==> src/rtl/ddisplay_capture_if.sv <==
// ----------------------------------------------------------------------------
// ddisplay_capture_if
//   Bundles the multiplexed 7-segment pins sampled by ddisplay_capture and the
//   decoded frame outputs it produces.
//   Signals:
//     an[7:0]         digit enables, active-low (driven by the display side)
//     seg[7:0]        segments, active-low, seg[7]=dp (driven by the display side)
//     data_out[31:0]  last complete frame
//     valid           1-cycle pulse when data_out updates
//     err             held with data_out: frame contained an undecodable digit
//     digit_mask[7:0] digits captured so far in the current frame
//   With DDISPLAY_BCD2BIN_EN defined, also carries bin_out[26:0], bin_valid,
//   bin_err from the BCD-to-binary converter.
//   Modports: master = display/bench side, slave = capture monitor side.
// ----------------------------------------------------------------------------
interface ddisplay_capture_if;
   logic [7:0]  an;
   logic [7:0]  seg;
   logic [31:0] data_out;
   logic        valid;
   logic        err;
   logic [7:0]  digit_mask;
`ifdef DDISPLAY_BCD2BIN_EN
   logic [26:0] bin_out;
   logic        bin_valid;
   logic        bin_err;

   modport master (output an, seg,
                   input  data_out, valid, err, digit_mask, bin_out, bin_valid, bin_err);
   modport slave  (input  an, seg,
                   output data_out, valid, err, digit_mask, bin_out, bin_valid, bin_err);
`else
   modport master (output an, seg,
                   input  data_out, valid, err, digit_mask);
   modport slave  (input  an, seg,
                   output data_out, valid, err, digit_mask);
`endif
endinterface

==> src/rtl/ddisplay_capture.sv <==
// ----------------------------------------------------------------------------
// ddisplay_capture
//   Reader side of an 8-digit multiplexed 7-segment display. Samples an/seg,
//   waits for STABLE_CYCLES identical samples per digit dwell, decodes the
//   segment pattern to a hex nibble and reassembles a 32-bit frame.
//   Ports:
//     clk    system clock, rising edge
//     rst_n  asynchronous active-low reset
//     dd     ddisplay_capture_if.slave (an, seg in; data_out, valid, err,
//            digit_mask out; bin_out, bin_valid, bin_err when enabled)
//   Parameters:
//     STABLE_CYCLES  identical samples required to accept a digit (>=2)
//     CNT_W          stability counter width, STABLE_CYCLES < 2**CNT_W
//   Optional feature macro: DDISPLAY_BCD2BIN_EN adds a sequential BCD-to-binary
//   converter fed by every completed frame.
// ----------------------------------------------------------------------------
module ddisplay_capture #(
   parameter int unsigned STABLE_CYCLES = 4,
   parameter int unsigned CNT_W         = 8
) (
   input  logic              clk,
   input  logic              rst_n,
   ddisplay_capture_if.slave dd
);

   logic [7:0]       an_q, seg_q, an_p_q, seg_p_q;
   logic [CNT_W-1:0] cnt_q, cnt_d;
   logic             accd_q, accd_d;
   logic [31:0]      shadow_q, shadow_d;
   logic [7:0]       mask_q, mask_d;
   logic             eacc_q, eacc_d;
   logic [31:0]      data_q;
   logic             valid_q, err_q;

   logic [7:0]       sel;
   logic             onehot, same, hit, complete, accd_live;
   logic [3:0]       nib;
   logic             bad;

   assign sel      = ~an_q;
   assign onehot   = (sel != 8'h00) && ((sel & (sel - 8'd1)) == 8'h00);
   assign same     = {an_q, seg_q} == {an_p_q, seg_p_q};
   assign complete = (mask_q == 8'hFF);

   always_comb begin
      nib = 4'h0;
      bad = 1'b0;
      case (seg_q[6:0])
         7'h40: nib = 4'h0;
         7'h79: nib = 4'h1;
         7'h24: nib = 4'h2;
         7'h30: nib = 4'h3;
         7'h19: nib = 4'h4;
         7'h12: nib = 4'h5;
         7'h02: nib = 4'h6;
         7'h78: nib = 4'h7;
         7'h00: nib = 4'h8;
         7'h10: nib = 4'h9;
         7'h08: nib = 4'hA;
         7'h03: nib = 4'hB;
         7'h46: nib = 4'hC;
         7'h21: nib = 4'hD;
         7'h06: nib = 4'hE;
         7'h0E: nib = 4'hF;
         default: bad = 1'b1;
      endcase
   end

   always_comb begin
      cnt_d    = '0;
      if (onehot && same)
         cnt_d = (cnt_q == '1) ? cnt_q : cnt_q + 1'b1;
      // one acceptance per dwell; a new an_q value starts a new dwell
      accd_live = accd_q && (an_q == an_p_q);
      hit       = onehot && !accd_live && (cnt_d == CNT_W'(STABLE_CYCLES - 1));
      accd_d    = accd_live || hit;

      // frame completion clears first; a same-cycle acceptance starts the next frame
      mask_d   = complete ? 8'h00 : mask_q;
      eacc_d   = complete ? 1'b0  : eacc_q;
      shadow_d = shadow_q;
      if (hit) begin
         mask_d = mask_d | sel;
         eacc_d = eacc_d | bad;
         for (int unsigned i = 0; i < 8; i++)
            if (sel[i]) shadow_d[4*i +: 4] = nib;
      end
   end

   always_ff @(posedge clk or negedge rst_n) begin
      if (!rst_n) begin
         an_q     <= '0;
         seg_q    <= '0;
         an_p_q   <= '0;
         seg_p_q  <= '0;
         cnt_q    <= '0;
         accd_q   <= 1'b0;
         shadow_q <= '0;
         mask_q   <= '0;
         eacc_q   <= 1'b0;
         data_q   <= '0;
         valid_q  <= 1'b0;
         err_q    <= 1'b0;
      end else begin
         an_q     <= dd.an;
         seg_q    <= dd.seg;
         an_p_q   <= an_q;
         seg_p_q  <= seg_q;
         cnt_q    <= cnt_d;
         accd_q   <= accd_d;
         shadow_q <= shadow_d;
         mask_q   <= mask_d;
         eacc_q   <= eacc_d;
         valid_q  <= complete;
         if (complete) begin
            data_q <= shadow_q;
            err_q  <= eacc_q;
         end
      end
   end

   assign dd.data_out   = data_q;
   assign dd.valid      = valid_q;
   assign dd.err        = err_q;
   assign dd.digit_mask = mask_q;

`ifdef DDISPLAY_BCD2BIN_EN
   logic [31:0] bcd_q;
   logic [26:0] bacc_q, bin_q, bnext;
   logic [2:0]  step_q;
   logic        busy_q, bvalid_q, berr_acc_q, berr_q;
   logic [3:0]  bdig;

   // MS digit first: shift the loaded frame left one nibble per step
   assign bdig  = bcd_q[31:28];
   assign bnext = (bacc_q << 3) + (bacc_q << 1) + 27'(bdig);

   always_ff @(posedge clk or negedge rst_n) begin
      if (!rst_n) begin
         bcd_q      <= '0;
         bacc_q     <= '0;
         bin_q      <= '0;
         step_q     <= '0;
         busy_q     <= 1'b0;
         bvalid_q   <= 1'b0;
         berr_acc_q <= 1'b0;
         berr_q     <= 1'b0;
      end else begin
         bvalid_q <= 1'b0;
         if (complete) begin
            bcd_q      <= shadow_q;
            bacc_q     <= '0;
            step_q     <= '0;
            busy_q     <= 1'b1;
            berr_acc_q <= 1'b0;
         end else if (busy_q) begin
            bacc_q     <= bnext;
            bcd_q      <= {bcd_q[27:0], 4'h0};
            step_q     <= step_q + 3'd1;
            berr_acc_q <= berr_acc_q | (bdig > 4'd9);
            if (step_q == 3'd7) begin
               busy_q   <= 1'b0;
               bvalid_q <= 1'b1;
               bin_q    <= bnext;
               berr_q   <= berr_acc_q | (bdig > 4'd9);
            end
         end
      end
   end

   assign dd.bin_out   = bin_q;
   assign dd.bin_valid = bvalid_q;
   assign dd.bin_err   = berr_q;
`endif

endmodule

==> src/flat_wrapper.sv <==
// flat-port wrapper written by rule: the top's interface ports become plain ports
module ddisplay_capture_flat 
#(
   parameter int unsigned STABLE_CYCLES = 4,
   parameter int unsigned CNT_W         = 8
)
  (clk, rst_n, dd_an, dd_seg, dd_data_out, dd_valid, dd_err, dd_digit_mask);
  ddisplay_capture_if dd_i ();
  input  logic clk;
  input  logic rst_n;
  input wire logic [$bits(dd_i.an)-1:0] dd_an;
  input wire logic [$bits(dd_i.seg)-1:0] dd_seg;
  output wire logic [$bits(dd_i.data_out)-1:0] dd_data_out;
  output wire logic [$bits(dd_i.valid)-1:0] dd_valid;
  output wire logic [$bits(dd_i.err)-1:0] dd_err;
  output wire logic [$bits(dd_i.digit_mask)-1:0] dd_digit_mask;
  assign dd_i.an = dd_an;
  assign dd_i.seg = dd_seg;
  assign dd_data_out = dd_i.data_out;
  assign dd_valid = dd_i.valid;
  assign dd_err = dd_i.err;
  assign dd_digit_mask = dd_i.digit_mask;
  ddisplay_capture #(.STABLE_CYCLES(STABLE_CYCLES), .CNT_W(CNT_W)) u_core (.clk(clk), .rst_n(rst_n), .dd(dd_i));
endmodule
==> config.mk <==
export PLATFORM = sky130hd
export DESIGN_NAME = ddisplay_capture_flat
export DESIGN_NICKNAME = d
export VERILOG_FILES = /design/src/rtl/ddisplay_capture_if.sv /design/src/rtl/ddisplay_capture.sv /design/src/flat_wrapper.sv
export SDC_FILE = /design/constraint.sdc
export NUM_CORES = 1
export LEC_CHECK = 0
export CORE_ASPECT_RATIO = 0.9
export CORE_MARGIN = 2
export CORE_UTILIZATION = 55
export CTS_CLUSTER_SIZE = 16
export DETAILED_ROUTE_END_ITERATION = 10
export PLACE_DENSITY_LB_ADDON = 0.05
export SLEW_MARGIN = 20
export SYNTH_ARGS = -nofsm -noshare
export SYNTH_HDL_FRONTEND = slang
export SYNTH_SLANG_ARGS = --single-unit
==> constraint.sdc <==
create_clock -name clk -period 2.9 [get_ports clk]
set_input_delay 0.725 -clock clk [delete_from_list [all_inputs] [get_ports clk]]
set_output_delay 0.725 -clock clk [all_outputs]
set_load 0.05 [all_outputs]
Yosys cells after proc, flatten, opt, wreduce, memory -nomap -nowiden

Cells that the tools add are included.

Bits in registers: 116
Input port bits: 18
Output and inout port bits: 42
Logic and storage cells: 72

Add/subtract/negate cells: 2
Eq/ne operators: 20
Mux-type cells: 8
Bitwise operators: 4
Reduce and logical (&&, ||, !) cells: 19

Operators by type and width:

| cell                                             | number |
|---|---|
| case mux 4 bit (15 select lines)                 | 1 |
| 2-to-1 mux 8 bit                                 | 4 |
| == test 7 bit, second input constant             | 4 |
| == test 7 x 5 -> 1 bit, second input constant    | 3 |
| == test 7 x 6 -> 1 bit, second input constant    | 3 |
| == test 16 bit                                   | 1 |
| == test 8 bit, second input constant             | 2 |
| AND reduction 2 bit                              | 8 |
| OR reduction 16 bit                              | 1 |
| == test 7 x 2 -> 1 bit, second input constant    | 2 |
| == test 7 x 4 -> 1 bit, second input constant    | 2 |
| adder 8 x 1 -> 8 bit, second input constant      | 1 |
| AND 8 bit                                        | 1 |
| == test 8 x 2 -> 1 bit, second input constant    | 1 |
| == test 8 bit                                    | 1 |
| logical NOT 8 bit                                | 1 |
| NOT 8 bit                                        | 1 |
| OR 8 bit                                         | 1 |
| nonzero test 8 bit                               | 1 |
| subtractor 8 x 1 -> 8 bit, second input constant | 1 |
| == test 7 x 3 -> 1 bit, second input constant    | 1 |
| logical NOT 7 bit                                | 1 |
| logical AND 1 bit                                | 5 |
| 2-to-1 mux 1 bit                                 | 3 |
| other kinds (3)                                  | 3 |

Longest topological paths before layout

Depth in word-level cells: 10
Gate-level depth with buffers: 9
Mapped depth without buffers: 7

Least setup slack after synthesis

No wires, ideal clock.

Path type: reg-to-reg
From: register u_core.cnt_q[0]
To: register u_core.shadow_q[21]
Library setup time: 0.128 ns
Data arrival time: 2.455 ns
Required time: 2.772 ns
Path slack: 0.318 ns
Stages on the path, launching flop included: 10
Path buffers: 2
Clock period less this slack: 2.582 ns
Path through: dfrtp_1 > ha_1 > clkbuf_1 > and3_1 > nand3_1 > a211oi_1 > o221ai_1 > or4_1 > buf_2 > mux2_1

Word-level cells in the longest chain between the ends: 6
Elaborated cells between the ends (all ways): 7
Classes of those cells: add/sub (1); eq/ne (2); mux (2); reduce/logical (2)

RTL lines:

| what                                                         | RTL line                | source |
|---|---|---|
| from (decl)                                                  | ddisplay_capture.sv:27  | `logic [CNT_W-1:0] cnt_q, cnt_d;` |
| from (signal assigned)                                       | ddisplay_capture.sv:109 | `cnt_q <= cnt_d;` |
| adder 8 x 1 -> 8 bit / == test 8 bit (equally long branches) | ddisplay_capture.sv:72  | `cnt_d = (cnt_q == '1) ? cnt_q : cnt_q + 1'b1;` |
| 2-to-1 mux 8 bit (*)                                         | ddisplay_capture.sv:72  |  |
| 2-to-1 mux 8 bit (*)                                         | ddisplay_capture.sv:71  | `if (onehot && same)` |
| == test 8 x 2 -> 1 bit (*)                                   | ddisplay_capture.sv:75  | `hit = onehot && !accd_live && (cnt_d == CNT_W'(STABLE_CYCLES - 1));` |
| logical AND 1 bit (*)                                        | ddisplay_capture.sv:75  |  |
| AND reduction 2 bit (no line) (*)                            | --                      |  |
| to (signal assigned)                                         | ddisplay_capture.sv:111 | `shadow_q <= shadow_d;` |
| to (decl)                                                    | ddisplay_capture.sv:29  | `logic [31:0] shadow_q, shadow_d;` |

Every way passes the cells marked *; elsewhere a longest branch is shown, timed or not.
A chain may end at the register's enable or synchronous reset.

Worst setup path in the final report

From: register u_core.an_q[7]
To: register u_core.shadow_q[13]

Word-level cells in the longest chain between the ends: 10
Elaborated cells between the ends (all ways): 16
Classes of those cells: add/sub (1); eq/ne (3); mux (1); bitwise (2); reduce/logical (9)

RTL lines:

| what                              | RTL line                | source |
|---|---|---|
| from (decl)                       | ddisplay_capture.sv:26  | `logic [7:0] an_q, seg_q, an_p_q, seg_p_q;` |
| from (signal assigned)            | ddisplay_capture.sv:105 | `an_q <= dd.an;` |
| NOT 8 bit                         | ddisplay_capture.sv:40  | `assign sel = ~an_q;` |
| subtractor 8 x 1 -> 8 bit         | ddisplay_capture.sv:41  | `assign onehot = (sel != 8'h00) && ((sel & (sel - 8'd1)) == 8'h00);` |
| AND 8 bit                         | ddisplay_capture.sv:41  |  |
| logical NOT 8 bit                 | ddisplay_capture.sv:41  |  |
| logical AND 1 bit                 | ddisplay_capture.sv:41  |  |
| logical AND 1 bit                 | ddisplay_capture.sv:71  |  |
| 2-to-1 mux 8 bit                  | ddisplay_capture.sv:71  |  |
| == test 8 x 2 -> 1 bit            | ddisplay_capture.sv:75  |  |
| logical AND 1 bit (*)             | ddisplay_capture.sv:75  |  |
| AND reduction 2 bit (no line) (*) | --                      |  |

Marks and branches as above.

==> results.toml <==
[timing]
post-route-period-util_pct = 98.8
setup_viol_count_final = 0
tightest_slew_ps = 689
max_freq_mhz = 349
fin_crit_ps = 2870
drv_slew = 0
slew_headroom_pct = 53.8
rsz0062_at_grt = "yes"
hold_viol = 0
fin_worst_skew_ps = 11.1

[power_and_ir_drop]
pwr-share-comb_pct = 3.5
ir_drop_mv = 0.571
power_density_nw_per_um2 = 626
intPower_uw = 3010
p_seq_share_pct = 43.0
p_clk_share_pct = 53.5
switching_share_pct = 22.2
p_switching_uw = 857
leakagePower_uw = 0.00302

[logic_synthesis]
async_reset_ff_share_pct = 100
synthTopCellsByArea = "dfrtp_1 60%, nand2_1 9.6%, mux2_4 5.0%, mux2_1 4.0%, xor2_1 3.6%"
synth-edff-count = 0
synth.most_common_cell = "nand2_1"
avgSynthCellArea_um2 = 11.2
synth_cells = 430
syn-cell-area_um2 = 4820
synthTopCellsByCount = "123 x nand2_1, 116 x dfrtp_1, 20 x xor2_1, 17 x mux2_1, 16 x mux2_4"
yosysSeqAreaShare_pct = 60.2
synth_top_area_share_pct = 60.2
synth_flop_cell = "dfrtp_1"
synth_nets = 449
synth_top_cell_by_area = "dfrtp_1"
synth.distinct_cells = 49
ys_warn_count = 0
synth-seq-cells = 116

[detailed_routing]
finalWirelength_um = 9890
drc_errors = 0
vias = 3396
postRouteAntennaNets = 0
firstDrtPassIters = 4
drt_iter0_markers = 133
post_drt_via_cell_ratio = 5.41
wl_per_cell_um = 15.7

[clock_network]
cts_buffer_depth = 2
clk_latency_ps = 520
cts_sinks = 116
cts_tree = "yes"
h-tree-depth = 4
clk_pin_slew_ps = 60
root_buffer = "clkbuf_8"
cts_made_buffers = 17

[critical_path]
setup.worst_path.class = "reg -> reg"
required_ps = 3300
cp-end-kind = "flip-flop"
path_max_fanout = 8
crit_arrival_ps = 3260
worstSetupStartpointType = "flip-flop"

[floorplanning]
die_y_um = 92.8
fp.coreArea_um2 = 8530
chipWidth_um = 103
die_area_um2 = 9530
start_util_pct = 56.5
ios = 60
num_rows = 32

[worst_hold_path]
hold_class = "in -> async"

[grt]
overflow = 0
grt_pass1_vias = 3376
grt_max_degree = 76
grt_pass1_wl_um = 16600
grt.total_usage_pct = 22.9
antenna_found_initial = 0

[finish]
fin_cells = 628
fin_area_um2 = 6180
final_nets = 516
fin_util_pct = 72.4
fillerInstances = 612
area_growth_pct = 28.1
diodes = 0
layout-drive-gt1-share_pct = 14.5

[flow_run]
drv_cap = 0

[placement]
dpl_cell_area_um2 = 5570
io_buffers = 59
gp_congestion = 0.758
dp_cells = 597
dp_hpwl_um = 6260

[outcome]
status = "finished, final reports clean"
==> worst max-delay path, stage by stage (launching register included) <==
cell and delay, ps:
dfrtp_1 460, xor2_1 210, nor4_2 290, nand2_1 150, or4_4 620, or4_1 640, mux2_1 370
==> registers in the layout (all words and copies together) (netlist names) <==
name	flops
u_core.dd.data_out	32
u_core.shadow_q	32
u_core.an_p_q	8
u_core.an_q	8
u_core.cnt_q	8
u_core.dd.digit_mask	8
u_core.seg_p_q	8
u_core.seg_q	8
u_core.accd_q	1
u_core.dd.err	1
u_core.dd.valid	1
u_core.eacc_q	1
==> power groups by stage <==
stage / Combinational [µW] / Clock, µW / Sequential, µW
after floorplan: 55.2 / 0 / 1690
after global placement: 133 / 0 / 1690
after detailed placement: 137 / 0 / 1690
after CTS: 139 / 2100 / 1660
after global routing: 152 / 2180 / 1660
final: 136 / 2070 / 1660
==> per-layer routing <==
| metal | share of wire [%] | GRT usage [%] | up-vias | wire (µm) |
|---|---|---|---|---|
| li1 | - | - | 1597 | - |
| met1 | 46 | 31.4 | 1689 | 4530 |
| met2 | 49 | 35.1 | 94 | 4810 |
| met3 | 3.9 | 6.34 | 16 | 385 |
| met4 | 1.7 | 7.78 | 0 | 164 |
| met5 | 0 | 0 | - | 0 |
==> worst paths after layout <==
| path | startpoint | end | slack, ps | cells past startpoint |
|---|---|---|---|---|
| worst max-delay path | u_core.an_q[7] | u_core.shadow_q[13] | 30 | 6 |
| worst min-delay path | rst_n | u_core.dd.valid | 190 | 1 |
| worst max register to register | u_core.an_q[7] | u_core.shadow_q[13] | 30 | 6 |
| worst min register to register | u_core.seg_q[7] | u_core.seg_p_q[7] | 390 | 0 |
| max in group asynchronous | rst_n | u_core.seg_q[5] | 1940 | 2 |
| min in group clk | u_core.seg_q[7] | u_core.seg_p_q[7] | 390 | 0 |
==> cells in the final DEF (no fill, tap or decap), types with 5 or more instances in the layout <==
cell type and count:
xor2_1 20, clkbuf_16 16, clkinvlp_4 5, mux2_4 16
buf_4 17, nor2_1 12, nand2_1 123, or4_1 7
dfrtp_1 116, clkdlybuf4s50_1 58, nand4b_1 5, nand3_1 9
nand4_1 7, mux2_1 17, nor3_1 7
==> through the flow <==
stage	hold WS (ps)	power (µW)	worst slack [ps]	setup TNS, ps
after floorplan	349	1740	318	0
after global placement	382	1820	130	0
after detailed placement	385	1830	73.5	0
after CTS	195	3900	35.3	0
after global routing	211	3990	-73.3	-952
final	188	3870	35.0	0
==> cells by family after synthesis <==
group / count (synthesis) / synth area share, %
AND/OR/NAND/NOR: 196 / 19.1
flip-flops: 116 / 60.2
multiplexers: 35 / 9.39
buffers and inverters: 32 / 2.93
AO/OA/AOI/OAI: 27 / 3.87
XOR/XNOR: 22 / 4.00
adder cells (fa/ha/maj): 2 / 0.467
==> timing repair <==
action | CTS | global route
buffers inserted | 0 | 0
endpoints found under the setup margin | 0 | 32
gates resized for setup | 0 | 3
hold buffers | 0 | 0
hold endpoints to repair | 0 | 0
==> layout make-up <==
class	instances	area (µm²)	area share, %
clock inverters	14	180	2.92
multi-input cells	282	1790	29.0
repair buffers	76	728	11.8
inverters	4	15.0	0.243
well taps	119	149	2.41
clock buffers	17	414	6.70
flip-flops and latches	116	2900	47.0
No activity file was read; power rests on OpenSTA's default activity.
